**config.mk**
```make
export PLATFORM = sky130hd
export DESIGN_NAME = alu_mul_sequencer_flat
export DESIGN_NICKNAME = d
export VERILOG_FILES = /design/src/rtl/alu_mul_sequencer_if.sv /design/src/rtl/alu_mul_sequencer.sv /design/src/flat_wrapper.sv
export SDC_FILE = /design/constraint.sdc
export NUM_CORES = 1
export LEC_CHECK = 0
export ABC_AREA = 1
export ABC_CLOCK_PERIOD_IN_PS = 2500
export CORE_ASPECT_RATIO = 0.6
export CORE_MARGIN = 3
export CORE_UTILIZATION = 25
export DETAILED_ROUTE_END_ITERATION = 6
export MAX_ROUTING_LAYER = met4
export SLEW_MARGIN = 20
export SYNTH_ARGS = -nofsm -noshare
export SYNTH_HDL_FRONTEND = slang
export SYNTH_SLANG_ARGS = --single-unit
```
**constraint.sdc**
```tcl
create_clock -name Clock -period 2.5 [get_ports Clock]
set_input_delay 0.5 -clock Clock [delete_from_list [all_inputs] [get_ports Clock]]
set_output_delay 0.5 -clock Clock [all_outputs]
set_load 0.01 [all_outputs]
```
**src/rtl/alu_mul_sequencer_if.sv**
```systemverilog
// Multiplier-sequencer bus: CPU operand/start handshake plus the borrowed ALU port.
// Latency: n/a (signal bundle only).
// Backpressure: none; the CPU stalls on Busy and routes ALU inputs from the slave while AluGrant is high.
interface alu_mul_sequencer_if #(
    parameter int WIDTH = 24
);
    // CPU request side
    logic               Start;
    logic [WIDTH-1:0]   Multiplicand;
    logic [WIDTH-1:0]   Multiplier;

    // ALU control driven by the sequencer
    logic [WIDTH-1:0]   AluA;
    logic [WIDTH-1:0]   AluB;
    logic               AluAInvert;
    logic               AluBNegate;
    logic [1:0]         AluOp;

    // ALU results returned by the datapath
    logic [WIDTH-1:0]   AluResult;
    logic               AluCarryOut;
    logic               AluOverflow;

    // Status and result
    logic               AluGrant;
    logic               Busy;
    logic               Done;
    logic [2*WIDTH-1:0] Product;

    // CPU / datapath side
    modport master (
        output Start, Multiplicand, Multiplier,
        output AluResult, AluCarryOut, AluOverflow,
        input  AluA, AluB, AluAInvert, AluBNegate, AluOp,
        input  AluGrant, Busy, Done, Product
    );

    // Sequencer side
    modport slave (
        input  Start, Multiplicand, Multiplier,
        input  AluResult, AluCarryOut, AluOverflow,
        output AluA, AluB, AluAInvert, AluBNegate, AluOp,
        output AluGrant, Busy, Done, Product
    );
endinterface

```
**src/rtl/alu_mul_sequencer.sv**
```systemverilog
// Shift-and-add multiplier controller time-sharing the CPU ALU; optional signed mode via ALU_MUL_SIGNED_EN.
// Latency: Start accepted at edge 0, 24 RUN cycles, Done pulses in the cycle after edge 24 (25 cycles).
// Backpressure: Start is honoured only in IDLE; requests in RUN/DONE are dropped, the CPU stalls on Busy.
module alu_mul_sequencer #(
    parameter int WIDTH = 24
) (
    input  logic               Clock,
    input  logic               ResetN,
    alu_mul_sequencer_if.slave bus
);

    localparam int CW = $clog2(WIDTH);
    localparam logic [CW-1:0] LAST_COUNT = CW'(WIDTH - 1);
    localparam logic [1:0] OP_NONE = 2'b00;
    localparam logic [1:0] OP_ADD  = 2'b10;

    typedef enum logic [1:0] {
        S_IDLE = 2'd0,
        S_RUN  = 2'd1,
        S_DONE = 2'd2
    } state_t;

    state_t           state;
    logic [WIDTH-1:0] m_reg;
    logic [WIDTH-1:0] hi;
    logic [WIDTH-1:0] lo;
    logic [CW-1:0]    count;
    logic             busy;
    logic             grant;
    logic             done;
    logic [1:0]       alu_op;

    logic             last_step;
    logic             shift_in;
    logic             b_negate;

    assign last_step = (count == LAST_COUNT);

`ifdef ALU_MUL_SIGNED_EN
    // Signed: the true sign of the 25-bit sum is the result MSB corrected by overflow,
    // and the multiplier's sign bit carries negative weight, so the final step subtracts.
    assign shift_in = bus.AluResult[WIDTH-1] ^ bus.AluOverflow;
    assign b_negate = (state == S_RUN) && last_step && lo[0];

    logic unused_carry;
    assign unused_carry = bus.AluCarryOut;
`else
    // Unsigned: the carry out is the 25th bit of the partial sum.
    assign shift_in = bus.AluCarryOut;
    assign b_negate = 1'b0;

    logic unused_ovf;
    assign unused_ovf = bus.AluOverflow;
`endif

    // ALU operands come straight from the accumulator and captured multiplicand.
    assign bus.AluA       = hi;
    assign bus.AluB       = lo[0] ? m_reg : '0;
    assign bus.AluAInvert = 1'b0;
    assign bus.AluBNegate = b_negate;
    assign bus.AluOp      = alu_op;
    assign bus.AluGrant   = grant;
    assign bus.Busy       = busy;
    assign bus.Done       = done;
    assign bus.Product    = {hi, lo};

    // Controller FSM with registered status outputs and the accumulator shift.
    always_ff @(posedge Clock or negedge ResetN) begin
        if (!ResetN) begin
            state  <= S_IDLE;
            m_reg  <= '0;
            hi     <= '0;
            lo     <= '0;
            count  <= '0;
            busy   <= 1'b0;
            grant  <= 1'b0;
            done   <= 1'b0;
            alu_op <= OP_NONE;
        end else begin
            case (state)
                S_IDLE: begin
                    if (bus.Start) begin
                        m_reg  <= bus.Multiplicand;
                        lo     <= bus.Multiplier;
                        hi     <= '0;
                        count  <= '0;
                        busy   <= 1'b1;
                        grant  <= 1'b1;
                        alu_op <= OP_ADD;
                        state  <= S_RUN;
                    end
                end

                S_RUN: begin
                    // {Hi, Lo} <= {ShiftIn, AluResult, Lo} >> 1
                    hi    <= {shift_in, bus.AluResult[WIDTH-1:1]};
                    lo    <= {bus.AluResult[0], lo[WIDTH-1:1]};
                    count <= count + 1'b1;
                    if (last_step) begin
                        busy   <= 1'b0;
                        grant  <= 1'b0;
                        alu_op <= OP_NONE;
                        done   <= 1'b1;
                        state  <= S_DONE;
                    end
                end

                S_DONE: begin
                    // Product stays in {hi, lo} until the next accepted Start.
                    done  <= 1'b0;
                    state <= S_IDLE;
                end

                default: begin
                    busy   <= 1'b0;
                    grant  <= 1'b0;
                    done   <= 1'b0;
                    alu_op <= OP_NONE;
                    state  <= S_IDLE;
                end
            endcase
        end
    end

endmodule

```
**src/flat_wrapper.sv**
```systemverilog
// flat-port wrapper written by rule: the top's interface ports become plain ports
module alu_mul_sequencer_flat 
#(
    parameter int WIDTH = 24
)
  (Clock, ResetN, bus_Start, bus_Multiplicand, bus_Multiplier, bus_AluResult, bus_AluCarryOut, bus_AluOverflow, bus_AluA, bus_AluB, bus_AluAInvert, bus_AluBNegate, bus_AluOp, bus_AluGrant, bus_Busy, bus_Done, bus_Product);
  alu_mul_sequencer_if #(.WIDTH(WIDTH)) bus_i ();
  input  logic Clock;
  input  logic ResetN;
  input wire logic [$bits(bus_i.Start)-1:0] bus_Start;
  input wire logic [$bits(bus_i.Multiplicand)-1:0] bus_Multiplicand;
  input wire logic [$bits(bus_i.Multiplier)-1:0] bus_Multiplier;
  input wire logic [$bits(bus_i.AluResult)-1:0] bus_AluResult;
  input wire logic [$bits(bus_i.AluCarryOut)-1:0] bus_AluCarryOut;
  input wire logic [$bits(bus_i.AluOverflow)-1:0] bus_AluOverflow;
  output wire logic [$bits(bus_i.AluA)-1:0] bus_AluA;
  output wire logic [$bits(bus_i.AluB)-1:0] bus_AluB;
  output wire logic [$bits(bus_i.AluAInvert)-1:0] bus_AluAInvert;
  output wire logic [$bits(bus_i.AluBNegate)-1:0] bus_AluBNegate;
  output wire logic [$bits(bus_i.AluOp)-1:0] bus_AluOp;
  output wire logic [$bits(bus_i.AluGrant)-1:0] bus_AluGrant;
  output wire logic [$bits(bus_i.Busy)-1:0] bus_Busy;
  output wire logic [$bits(bus_i.Done)-1:0] bus_Done;
  output wire logic [$bits(bus_i.Product)-1:0] bus_Product;
  assign bus_i.Start = bus_Start;
  assign bus_i.Multiplicand = bus_Multiplicand;
  assign bus_i.Multiplier = bus_Multiplier;
  assign bus_i.AluResult = bus_AluResult;
  assign bus_i.AluCarryOut = bus_AluCarryOut;
  assign bus_i.AluOverflow = bus_AluOverflow;
  assign bus_AluA = bus_i.AluA;
  assign bus_AluB = bus_i.AluB;
  assign bus_AluAInvert = bus_i.AluAInvert;
  assign bus_AluBNegate = bus_i.AluBNegate;
  assign bus_AluOp = bus_i.AluOp;
  assign bus_AluGrant = bus_i.AluGrant;
  assign bus_Busy = bus_i.Busy;
  assign bus_Done = bus_i.Done;
  assign bus_Product = bus_i.Product;
  alu_mul_sequencer #(.WIDTH(WIDTH)) u_core (.Clock(Clock), .ResetN(ResetN), .bus(bus_i));
endmodule
```
==> results of run 1 <==
## kinds of logic after synthesis
| group | after synthesis | synth area share, % |
|---|---|---|
| AND/OR/NAND/NOR | 276 | 29.1 |
| buffers and inverters | 85 | 12.3 |
| flip-flops | 81 | 54.2 |
| AO/OA/AOI/OAI | 26 | 4.08 |
| adder cells (fa/ha/maj) | 1 | 0.334 |
| other | 1 | 0.100 |
## worst max-delay path by stage
stage | start | to | cells past startpoint
4_1_cts | u_core.lo[0]$_DFFE_PN0P_ | bus_AluB[5] | 4
6_report | u_core.lo[0]$_DFFE_PN0P_ | bus_AluB[1] | 4
3_5_place_dp | bus_Start | u_core.bus.AluA[9]$_DFFE_PN0P_ | 6
5_1_grt | u_core.lo[0]$_DFFE_PN0P_ | bus_AluB[1] | 4
3_3_place_gp | bus_Start | u_core.lo[2]$_DFFE_PN0P_ | 6
2_1_floorplan | u_core.lo[0]$_DFFE_PN0P_ | bus_AluB[0] | 4
## worst reg2reg max path: cells and delay by family, from the launching register on
kind	cells	cell delay, ps
buf+inv	2	380
flops	1	460
simple gates	3	700
## per-layer routing
metal / share of wire (%) / GRT usage, % / vias to the layer above
li1: - / - / 1695
met1: 48 / 18.3 / 1616
met2: 43 / 20.7 / 140
met3: 8.8 / 4.84 / 7
met4: 0.54 / 2.14 / 0
met5: 0 / - / -
## placed cells by master (no fill, tap or decap)
cell,instances
nor3_1,1
clkbuf_16,9
a21oi_2,2
nand4_1,1
nor2_2,1
inv_2,3
dfrtp_1,81
a21oi_1,2
bufinv_16,2
conb_1,3
inv_1,29
inv_6,2
clkbuf_1,1
ha_1,1
clkbuf_8,1
o22ai_1,12
nand2_1,215
clkinv_4,1
nand2_2,1
nor2_4,1
o21ai_0,10
nand3_1,28
nor2_1,28
buf_4,11
clkdlybuf4s50_1,174
## power by group
group | internal [mW] | switching, mW | leakage (nW) | total [mW]
Clock | 0.912 | 0.547 | 0.161 | 1.46
Sequential | 1.90 | 0.432 | 0.974 | 2.33
Combinational | 1.67 | 1.58 | 1.74 | 3.26
## through the flow
stage / hold WS (ps) / setup WS [ps] / total power, mW
floorplan: 204 / 972 / 4.03
finish: 247 / 336 / 7.05
global route: 317 / 191 / 7.62
detailed placement: 460 / 508 / 5.66
global placement: 454 / 534 / 5.61
CTS: 294 / 307 / 7.18
## cells in the mapped netlist, drive strengths merged
library cell and n:
o21ai 10, nand4 1, nor3 1, buf 47
clkbuf 6, conb 1, ha 1, dfrtp 81
nand2 216, nand3 28, a21oi 4, o22ai 12
inv 32, nor2 30
## layout make-up
class                   count  area (µm²)  share of cell area [%]
inverters                  32         120                    2.07
multi-input cells         306        1260                    21.8
repair buffers            185        1820                    31.4
flip-flops and latches     81        2030                    34.9
clock buffers              11         243                    4.18
clock inverters             5        86.3                    1.49
well taps                 192         240                    4.14
==> results.json, run 1 <==
{
  "run_status": "completed",
  "clkTransAtPathRegs_ps": 60,
  "clock_path_buffers": 2,
  "finalHoldViolCount": 0,
  "ant_nets": 0,
  "regToRegSetupSlack_ps": 910,
  "antenna_found_initial": 0,
  "final_util_pct": 41.1,
  "overflow": 0,
  "max_freq_mhz": 462,
  "reg2reg_from": "u_core.state[0]$_DFFE_PN0P_",
  "p_leak_nw": 2.87,
  "postSynthAreaPerCell_um2": 7.96,
  "crit_chain": "buf_4 > nand2_1 > inv_1 > clkdlybuf4s50_1",
  "cts_root_buf": "clkbuf_16",
  "irDropWorstVdd_mv": 0.401,
  "drt_iter0_drc": 195,
  "firstDrtPassIters": 5,
  "synth_area_leaders": "dfrtp_1 (54%), nand2_1 (22%), buf_4 (6.0%), nand3_1 (3.7%), inv_1 (2.9%)",
  "port_buffers": 175,
  "grt_max_degree": 63,
  "power_density_nw_per_um2": 1210,
  "worst_pin_slew_ps": 852,
  "crit_buf_inv": 3,
  "relSlewSlack_pct": 43.2,
  "slowest_stage": "clkdlybuf4s50_1",
  "fin_skew_ps": 6.04,
  "synth_seq_area_share_pct": 54.2,
  "fin_nets": 693,
  "yosys.area.top_type_share_pct": 54.2,
  "syn-instance-count": 470,
  "wl_per_cell_um": 13.6,
  "place_inst": 796,
  "yosys_warnings": 0,
  "r2r_cells": 5,
  "grt_setup_unrepaired": "no",
  "yosysTopAreaCell": "dfrtp_1",
  "wirelength_um": 11000,
  "synth_cell_types": 21,
  "setup_viol": 0,
  "io_pins": 180,
  "place_congestion": 0.835,
  "r2r-end": "u_core.bus.AluA[7]$_DFFE_PN0P_",
  "clock-sinks": 81,
  "crit_path_start_kind": "flip-flop",
  "insertion_delay_ps": 330,
  "hold_class": "input pin to async pin",
  "die_w_um": 164,
  "cts_buffers": 9,
  "post-route-drc-count": 0,
  "post-dp-hpwl_um": 7990,
  "syn2layout_area_growth_pct": 55.1,
  "nFillCells": 1406,
  "place_area_um2": 5480,
  "tns_ps": 0,
  "core-area_um2": 14100,
  "period_share_pct": 86.6,
  "criticalPathCategory": "flip-flop to output port",
  "synth_seq_cells": 81,
  "drive_gt1_share_pct": 5.48,
  "drv_cap": 0,
  "finalNonFillerCells": 812,
  "report.final.slew_viol_count": 0,
  "dieArea_um2": 16500,
  "avgViaCountPerCell": 4.26,
  "grt_use_total_pct": 13.8,
  "crit_family": "buffers and inverters",
  "postCtsSetupBuffers": 0,
  "slowest_delay_ps": 520,
  "arrival_ps": 1660,
  "cts_resized": 0,
  "syn_area_um2": 3740,
  "cts_tree": "yes",
  "h-tree-depth": 3,
  "required_ps": 2000,
  "stdcell_area_um2": 5800,
  "cp_max_fo": 25,
  "period_minus_slack_ps": 2160,
  "grt_pass1_vias": 3321,
  "std_cell_rows": 33,
  "antenna_cells": 0,
  "cts_hold_buffers": 0,
  "start_util_pct": 26.5,
  "die_y_um": 101,
  "worstSetupEndpointType": "output port",
  "grt_pass1_wl_um": 17400,
  "vias": 3458
}
No activity file was read; power rests on OpenSTA's default activity.
==> run 2, diff against run 1 <==
CORE_UTILIZATION = 40   (was 25)
MAX_ROUTING_LAYER = not set   (was met4)
PLACE_DENSITY = 0.79   (was not set)
TNS_END_PERCENT = 1   (was not set)
==> results.json, run 2 (synthesis gave the netlist of run 1 again) <==
{
  "fin_nets": 692,
  "antenna_cells": 0,
  "setup_viol": 0,
  "io_pins": 180,
  "hold_class": "input pin to async pin",
  "grt_use_met1_pct": 26.7,
  "cts_root_buf": "clkbuf_16",
  "insertion_delay_ps": 320,
  "vias": 3454,
  "grtUsageMet2_pct": 32.9,
  "cts_hold_buffers": 0,
  "grt_max_degree": 45,
  "grt_pass1_wl_um": 16600,
  "crit_buf_inv": 3,
  "cts_resized": 0,
  "crit_family": "buffers and inverters",
  "report.final.slew_viol_count": 0,
  "max_freq_mhz": 470,
  "clkTransAtPathRegs_ps": 50,
  "drive_gt1_share_pct": 4.72,
  "std_cell_rows": 26,
  "drt_iter0_drc": 146,
  "crit_chain": "buf_4 > nand2_1 > inv_1 > clkdlybuf4s50_1",
  "grt_setup_unrepaired": "no",
  "busiest_layer": "met2",
  "clock-sinks": 81,
  "start_util_pct": 42.6,
  "h-tree-depth": 3,
  "post-dp-hpwl_um": 7620,
  "overflow": 0,
  "slowest_delay_ps": 540,
  "grt_use_total_pct": 20.0,
  "required_ps": 2000,
  "gr-usage-met3_pct": 5.85,
  "place_congestion": 0.816,
  "irDropWorstVdd_mv": 0.722,
  "p_leak_nw": 2.83,
  "relSlewSlack_pct": 61.8,
  "power_density_nw_per_um2": 1190,
  "avgViaCountPerCell": 4.75,
  "dieArea_um2": 10600,
  "wl_per_cell_um": 14.2,
  "antenna_found_initial": 0,
  "run_status": "completed",
  "criticalPathCategory": "flip-flop to output port",
  "finalHoldViolCount": 0,
  "crit_path_start_kind": "flip-flop",
  "die_w_um": 131,
  "ant_nets": 0,
  "wirelength_um": 10300,
  "worstSetupEndpointType": "output port",
  "tns_ps": 0,
  "port_buffers": 175,
  "firstDrtPassIters": 4,
  "drv_cap": 0,
  "period_share_pct": 85.1,
  "cts_buffers": 9,
  "core-area_um2": 8780,
  "cp_max_fo": 25,
  "post-route-drc-count": 0,
  "grt_pass1_vias": 3343,
  "postCtsSetupBuffers": 0,
  "mostFrequentLayoutCells": "nand2_1 (215), clkdlybuf4s50_1 (174), dfrtp_1 (81)",
  "fin_total_pwr_mw": 6.69,
  "slowest_stage": "clkdlybuf4s50_1",
  "period_minus_slack_ps": 2130,
  "die_y_um": 80.9,
  "worst_pin_slew_ps": 572,
  "arrival_ps": 1630,
  "clock_path_buffers": 2,
  "syn2layout_area_growth_pct": 50.2,
  "fin_skew_ps": 4.76,
  "cts_tree": "yes",
  "final_common_cell": "nand2_1"
}
-- run 2: metrics by stage --
stage	area (µm²)	std cells	hold WS, ps	setup WS, ps	utilization, %
finish	5620	727	144	373	64.0
global placement	5380	715	455	538	61.3
global route	5620	727	170	242	64.0
detailed placement	5380	715	460	483	61.3
floorplan	3750	472	204	972	-
CTS	5620	727	157	349	64.0
-- run 2: power breakdown --
group	internal [mW]	switching, mW
Combinational	1.67	1.59
Clock	0.645	0.451
Sequential	1.90	0.431
Total	4.22	2.47
-- run 2: area by class of cell --
| cell class | instances | area, µm² |
|---|---|---|
| flip-flops and latches | 81 | 2030 |
| repair buffers | 184 | 1830 |
| fillers | 743 | 3160 |
| clock inverters | 2 | 10.0 |
| inverters | 32 | 120 |
| well taps | 112 | 140 |
| clock buffers | 10 | 229 |
| multi-input cells | 306 | 1260 |
-- run 2: routing by layer --
layer	vias up	wire length, µm	part of all wire (%)
met2	127	4730	46
met1	1628	4700	46
met4	0	79	0.77
li1	1690	-	-
met5	-	0	0
met3	9	791	7.7
-- run 2: final timing paths --
check,startpoint,endpoint,slack (ps),cells after the start
max in group asynchronous,ResetN,u_core.lo[18]$_DFFE_PN0P_,1750,2
setup / recovery,u_core.lo[0]$_DFFE_PN0P_,bus_AluB[7],370,4
hold / removal,ResetN,u_core.bus.AluA[14]$_DFFE_PN0P_,140,1
hold reg to reg,u_core.m_reg[20]$_DFFE_PN0P_,u_core.m_reg[20]$_DFFE_PN0P_,470,2
setup reg to reg,u_core.state[0]$_DFFE_PN0P_,u_core.lo[16]$_DFFE_PN0P_,950,6
min in group Clock,u_core.m_reg[20]$_DFFE_PN0P_,u_core.m_reg[20]$_DFFE_PN0P_,470,2
